==> config.mk <==
export PLATFORM = sky130hd
export DESIGN_NAME = stream_fifo_flat
export DESIGN_NICKNAME = d
export VERILOG_FILES = /design/src/rtl/stream_fifo_if.sv /design/src/rtl/stream_fifo.sv /design/src/flat_wrapper.sv
export SDC_FILE = /design/constraint.sdc
export NUM_CORES = 1
export LEC_CHECK = 0
export CORE_MARGIN = 2
export CORE_UTILIZATION = 30
export DETAILED_ROUTE_END_ITERATION = 6
export SYNTH_ARGS = -nofsm -noshare
export SYNTH_HDL_FRONTEND = slang
export SYNTH_SLANG_ARGS = --single-unit
==> constraint.sdc <==
create_clock -name clk -period 1.8 [get_ports clk]
set_input_delay 0.36 -clock clk [delete_from_list [all_inputs] [get_ports clk]]
set_output_delay 0.36 -clock clk [all_outputs]
set_load 0.1 [all_outputs]
==> src/rtl/stream_fifo_if.sv <==
// Handshake bundle for stream_fifo: upstream push side, downstream pop side
// and occupancy status. The FIFO binds the slave modport; the producer and
// consumer side binds master.
interface stream_fifo_if #(
  parameter int DATA_W = 8,
  parameter int DEPTH  = 4
);
  localparam int CNT_W = $clog2(DEPTH + 1);

  logic              valid_i;
  logic              ready_o;
  logic [DATA_W-1:0] data_i;
  logic              valid_o;
  logic              ready_i;
  logic [DATA_W-1:0] data_o;
  logic [CNT_W-1:0]  count_o;
  logic              full_o;
  logic              empty_o;

  modport slave (
    input  valid_i, data_i, ready_i,
    output ready_o, valid_o, data_o, count_o, full_o, empty_o
  );

  modport master (
    output valid_i, data_i, ready_i,
    input  ready_o, valid_o, data_o, count_o, full_o, empty_o
  );
endinterface

==> src/rtl/stream_fifo.sv <==
// Circular-buffer stream FIFO with a registered ready_o, an optional
// write-side payload transform and a 1-cycle minimum fall-through latency.
// The head entry is read straight from storage. There is no input-to-output
// bypass.
module stream_fifo #(
  parameter int DATA_W = 8,
  parameter int DEPTH  = 4,
  parameter int MODE   = 0
) (
  input logic           clk,
  input logic           rst_n,
  stream_fifo_if.slave  bus
);
  localparam int CNT_W = $clog2(DEPTH + 1);
  localparam int PTR_W = $clog2(DEPTH);

  logic [DATA_W-1:0] mem [DEPTH];
  logic [PTR_W-1:0]  wr_ptr;
  logic [PTR_W-1:0]  rd_ptr;
  logic [CNT_W-1:0]  count;
  logic [CNT_W-1:0]  count_next;
  logic              ready_q;
  logic              push;
  logic              pop;
  logic              not_empty;
  logic [DATA_W-1:0] wdata;

  // Pointer advance with explicit wrap so non-power-of-two depths work.
  function automatic logic [PTR_W-1:0] ptr_inc(input logic [PTR_W-1:0] p);
    return (p == PTR_W'(DEPTH - 1)) ? '0 : p + PTR_W'(1);
  endfunction

  assign not_empty = (count != '0);
  assign push      = bus.valid_i && ready_q;
  assign pop       = not_empty && bus.ready_i;

  // Payload transform applied before the payload is stored.
  always_comb begin
    wdata = bus.data_i;
    case (MODE)
      1:       wdata = ~bus.data_i;
      2:       wdata = bus.data_i + DATA_W'(1);
      default: wdata = bus.data_i;
    endcase
  end

  // Occupancy after this edge. A simultaneous push and pop cancel out.
  always_comb begin
    count_next = count;
    if (push && !pop)
      count_next = count + CNT_W'(1);
    else if (!push && pop)
      count_next = count - CNT_W'(1);
  end

  // Pointers, occupancy and the registered ready all clear asynchronously.
  // Ready comes up on the first live edge, so that edge never accepts a push.
  always_ff @(posedge clk or negedge rst_n) begin
    if (!rst_n) begin
      wr_ptr  <= '0;
      rd_ptr  <= '0;
      count   <= '0;
      ready_q <= 1'b0;
    end else begin
      if (push)
        wr_ptr <= ptr_inc(wr_ptr);
      if (pop)
        rd_ptr <= ptr_inc(rd_ptr);
      count   <= count_next;
      ready_q <= (count_next != CNT_W'(DEPTH));
    end
  end

  // Storage is not reset. Only written entries are ever presented.
  always_ff @(posedge clk) begin
    if (push)
      mem[wr_ptr] <= wdata;
  end

  assign bus.ready_o = ready_q;
  assign bus.valid_o = not_empty;
  assign bus.empty_o = !not_empty;
  assign bus.full_o  = (count == CNT_W'(DEPTH));
  assign bus.count_o = count;
  assign bus.data_o  = not_empty ? mem[rd_ptr] : '0;
endmodule

==> src/flat_wrapper.sv <==
// flat-port wrapper written by rule: the top's interface ports become plain ports
module stream_fifo_flat 
#(
  parameter int DATA_W = 8,
  parameter int DEPTH  = 4,
  parameter int MODE   = 0
)
  (clk, rst_n, bus_valid_i, bus_data_i, bus_ready_i, bus_ready_o, bus_valid_o, bus_data_o, bus_count_o, bus_full_o, bus_empty_o);
  stream_fifo_if #(.DATA_W(DATA_W), .DEPTH(DEPTH)) bus_i ();
  input logic clk;
  input logic rst_n;
  input wire logic [$bits(bus_i.valid_i)-1:0] bus_valid_i;
  input wire logic [$bits(bus_i.data_i)-1:0] bus_data_i;
  input wire logic [$bits(bus_i.ready_i)-1:0] bus_ready_i;
  output wire logic [$bits(bus_i.ready_o)-1:0] bus_ready_o;
  output wire logic [$bits(bus_i.valid_o)-1:0] bus_valid_o;
  output wire logic [$bits(bus_i.data_o)-1:0] bus_data_o;
  output wire logic [$bits(bus_i.count_o)-1:0] bus_count_o;
  output wire logic [$bits(bus_i.full_o)-1:0] bus_full_o;
  output wire logic [$bits(bus_i.empty_o)-1:0] bus_empty_o;
  assign bus_i.valid_i = bus_valid_i;
  assign bus_i.data_i = bus_data_i;
  assign bus_i.ready_i = bus_ready_i;
  assign bus_ready_o = bus_i.ready_o;
  assign bus_valid_o = bus_i.valid_o;
  assign bus_data_o = bus_i.data_o;
  assign bus_count_o = bus_i.count_o;
  assign bus_full_o = bus_i.full_o;
  assign bus_empty_o = bus_i.empty_o;
  stream_fifo #(.DATA_W(DATA_W), .DEPTH(DEPTH), .MODE(MODE)) u_core (.clk(clk), .rst_n(rst_n), .bus(bus_i));
endmodule
==> results.toml <==
[run_status]
outcome = "finished with violations"
violations = "setup timing"

[job]
timing.max_cap.violations = 0

[finish]
utilization_pct = 43.8
multiInputGateArea_um2 = 652
nets = 173
area_delta_synth_final_pct = 43.4
nFillCells = 501
antennaDiodeCount = 0
final_layout_size_suffix_gt1_share_pct = 46.8
regArea_um2 = 1170

[synth]
synth_seq_area_share_pct = 64.9
ys_warn_count = 0
syn-num-nets = 130
synth_area_leaders = "edfxtp_1 (54%), dfrtp_1 (11%), mux4_2 (10%)"
synth.largest_area_cell = "edfxtp_1"
synthCells = 110
syn-cell-area_um2 = 1790
synth_top_area_share_pct = 53.7
synth_cell_types = 33
ys_ff_latch = 40
syn_area_per_cell_um2 = 16.3

[timing]
hold_violations = 0
slew_violations = 0
worst_slew_pin_slew_ps = 433
fin_skew_ps = 7.13
max_freq_mhz = 502
finalSetupViolCount = 8
layout_setup_ws_ps = -193
grt_setup_unrepaired = "yes"
worst_slew_margin_rel_pct = 71.2
period_share_pct = 111
hold_slack_ps = 372
fin_crit_ps = 1990

[setup_path]
rr_worst_depth = 7
startpoint_type = "flip-flop"
r2r-start = "u_core.bus.count_o[1]"
critPathKind = "flip-flop to output pin"
cp_max_fo = 6
r2r_setup_slack_ps = 100
end_kind = "output pin"
reg2reg_to = "u_core.rd_ptr[1]"
startpoint = "u_core.rd_ptr[0]"
cp.required_ps = 1440
crit_end = "bus_data_o[7]"
critPathArrivalTime_ps = 1630

[global_routing]
antenna_found_initial = 0
grt_pass1_wl_um = 5690
use_met1_pct = 15.7
use_met3_pct = 4.78
busiest_layer = "met2"
overflow = 0
grt_max_degree = 13
track_usage_pct = 12.1
grt_pass1_vias = 1106
grtUsageMet2_pct = 18.8

[route]
route.detailed.drc = 0
via_per_inst = 4.74
dr.pass1.iters = 4
wl_per_cell_um = 15.2
wirelength_um = 3490
drtIter0Drc = 47
antenna_left = 0
num_vias = 1086

[die]
die_w_um = 81.2
num_rows = 28
die_h_um = 81.2
coreArea_um2 = 5850
ios = 27
start_util_pct = 30.6
dieArea_um2 = 6590

[clock_network]
cts_tree = "built"
clockBufferDepth = 2
clk_pin_slew_ps = 70
hold_buffers = 0
htree_levels = 2
worstSkewPairLatency_ps = 290
cts_root_buf = "clkbuf_8"
clock_sinks = 40
cts_buffers = 5

[place]
dpl.hpwl_um = 2350
globalplace.congestion = 0.794
port_buffers = 26
dp_slack_ps = 55.8

[hold_path]
hold_path_class = "input pin to async pin"
==> sequential cells by signal (all words and copies together) (netlist names) <==
name                cells
u_core.bus.count_o      3
u_core.wr_ptr           2
u_core.mem             32
u_core.rd_ptr           2
u_core.bus.ready_o      1
==> metal layers <==
| metal | part of all wire, % | up-vias |
|---|---|---|
| met5 | 0 | - |
| met4 | 1.1 | 0 |
| met3 | 5.3 | 4 |
| met2 | 49 | 32 |
| met1 | 45 | 544 |
| li1 | - | 506 |
==> Yosys cell counts <==
cell type	number
a21oi_1	2
clkbuf_1	2
nand2b_1	1
a31oi_1	1
o21ai_1	1
a21o_1	1
nand4b_1	1
nand2_2	1
edfxtp_1	32
nor2_1	2
nand3_2	1
nand3_1	2
o21ai_2	1
ha_1	8
a21boi_0	1
buf_2	1
and3_2	4
mux2_1	1
o21ai_0	2
inv_1	5
nand2_4	1
nor3_1	1
o221ai_1	1
or4b_4	1
mux4_2	8
xnor2_1	2
or3_1	2
o32ai_1	1
nor2b_4	1
and2_2	1
dfrtp_1	8
and2_1	9
nand2_1	4
==> placed cells by master, fill, tap and decap left out, types with 2 or more instances in the layout <==
cell,count
inv_1,2
nand2_1,4
clkbuf_8,5
and2_4,9
edfxtp_1,32
xnor2_1,2
a21oi_1,2
buf_12,15
clkdlybuf4s50_1,11
o21ai_0,2
nor2_1,2
buf_4,9
buf_6,3
dfrtp_1,4
and3_2,4
dfrtp_2,2
nand3_1,2
dfrtp_4,2
nand2b_4,2
or3_1,2
mux4_2,8
ha_1,7
inv_4,2
==> cell type report <==
class	count	area share, %
repair buffers	38	20.0
clock inverters	2	1.37
inverters	5	1.07
multi-input cells	63	25.4
well taps	75	3.66
flip-flops and latches	40	45.7
clock buffers	6	2.83
==> cell families after synthesis <==
kind of cell	after synthesis	synth area share, %
muxes	9	10.7
and+or+nand+nor	32	12.0
adders and majority gates	8	5.60
DFF	40	64.9
AOI/OAI and AO/OA	11	4.06
xor gates and xnor gates	2	0.980
buffers and inverters	8	1.75
==> per-stage QoR <==
| stage | TNS (ps) | instance area [µm²] | instances |
|---|---|---|---|
| 2_1_floorplan | -1060 | 1870 | 110 |
| 3_3_place_gp | 0 | 2380 | 213 |
| 3_5_place_dp | 0 | 2380 | 213 |
| 4_1_cts | -1660 | 2550 | 228 |
| 5_1_grt | -1990 | 2560 | 229 |
| 6_report | -1380 | 2560 | 229 |
==> timing repair <==
item	CTS	global route
gates resized for setup	2	4
endpoints found under the setup margin	10	12
pin swaps	1	9
buffers inserted	6	1
cloned	1	0
==> worst min-delay path by stage <==
stage | from | to | slack (ps) | cells after the start
after detailed placement | u_core.wr_ptr[0] | u_core.wr_ptr[0] | 590 | 2
after CTS | rst_n | u_core.bus.count_o[1] | 380 | 1
final | rst_n | u_core.bus.count_o[0] | 370 | 1
after global routing | rst_n | u_core.bus.count_o[1] | 400 | 1
after global placement | u_core.wr_ptr[0] | u_core.wr_ptr[0] | 570 | 2
after floorplan | rst_n | u_core.bus.count_o[2] | 60 | 0
==> critical path: stages, from the launching register on <==
cell and delay, ps:
dfrtp_1 370, buf_6 140, mux4_2 510, and2_4 160, buf_12 160
Power is left out: the tool's default activity adds up to more than one toggle a clock period on the data nets, which glitch-free logic cannot reach.
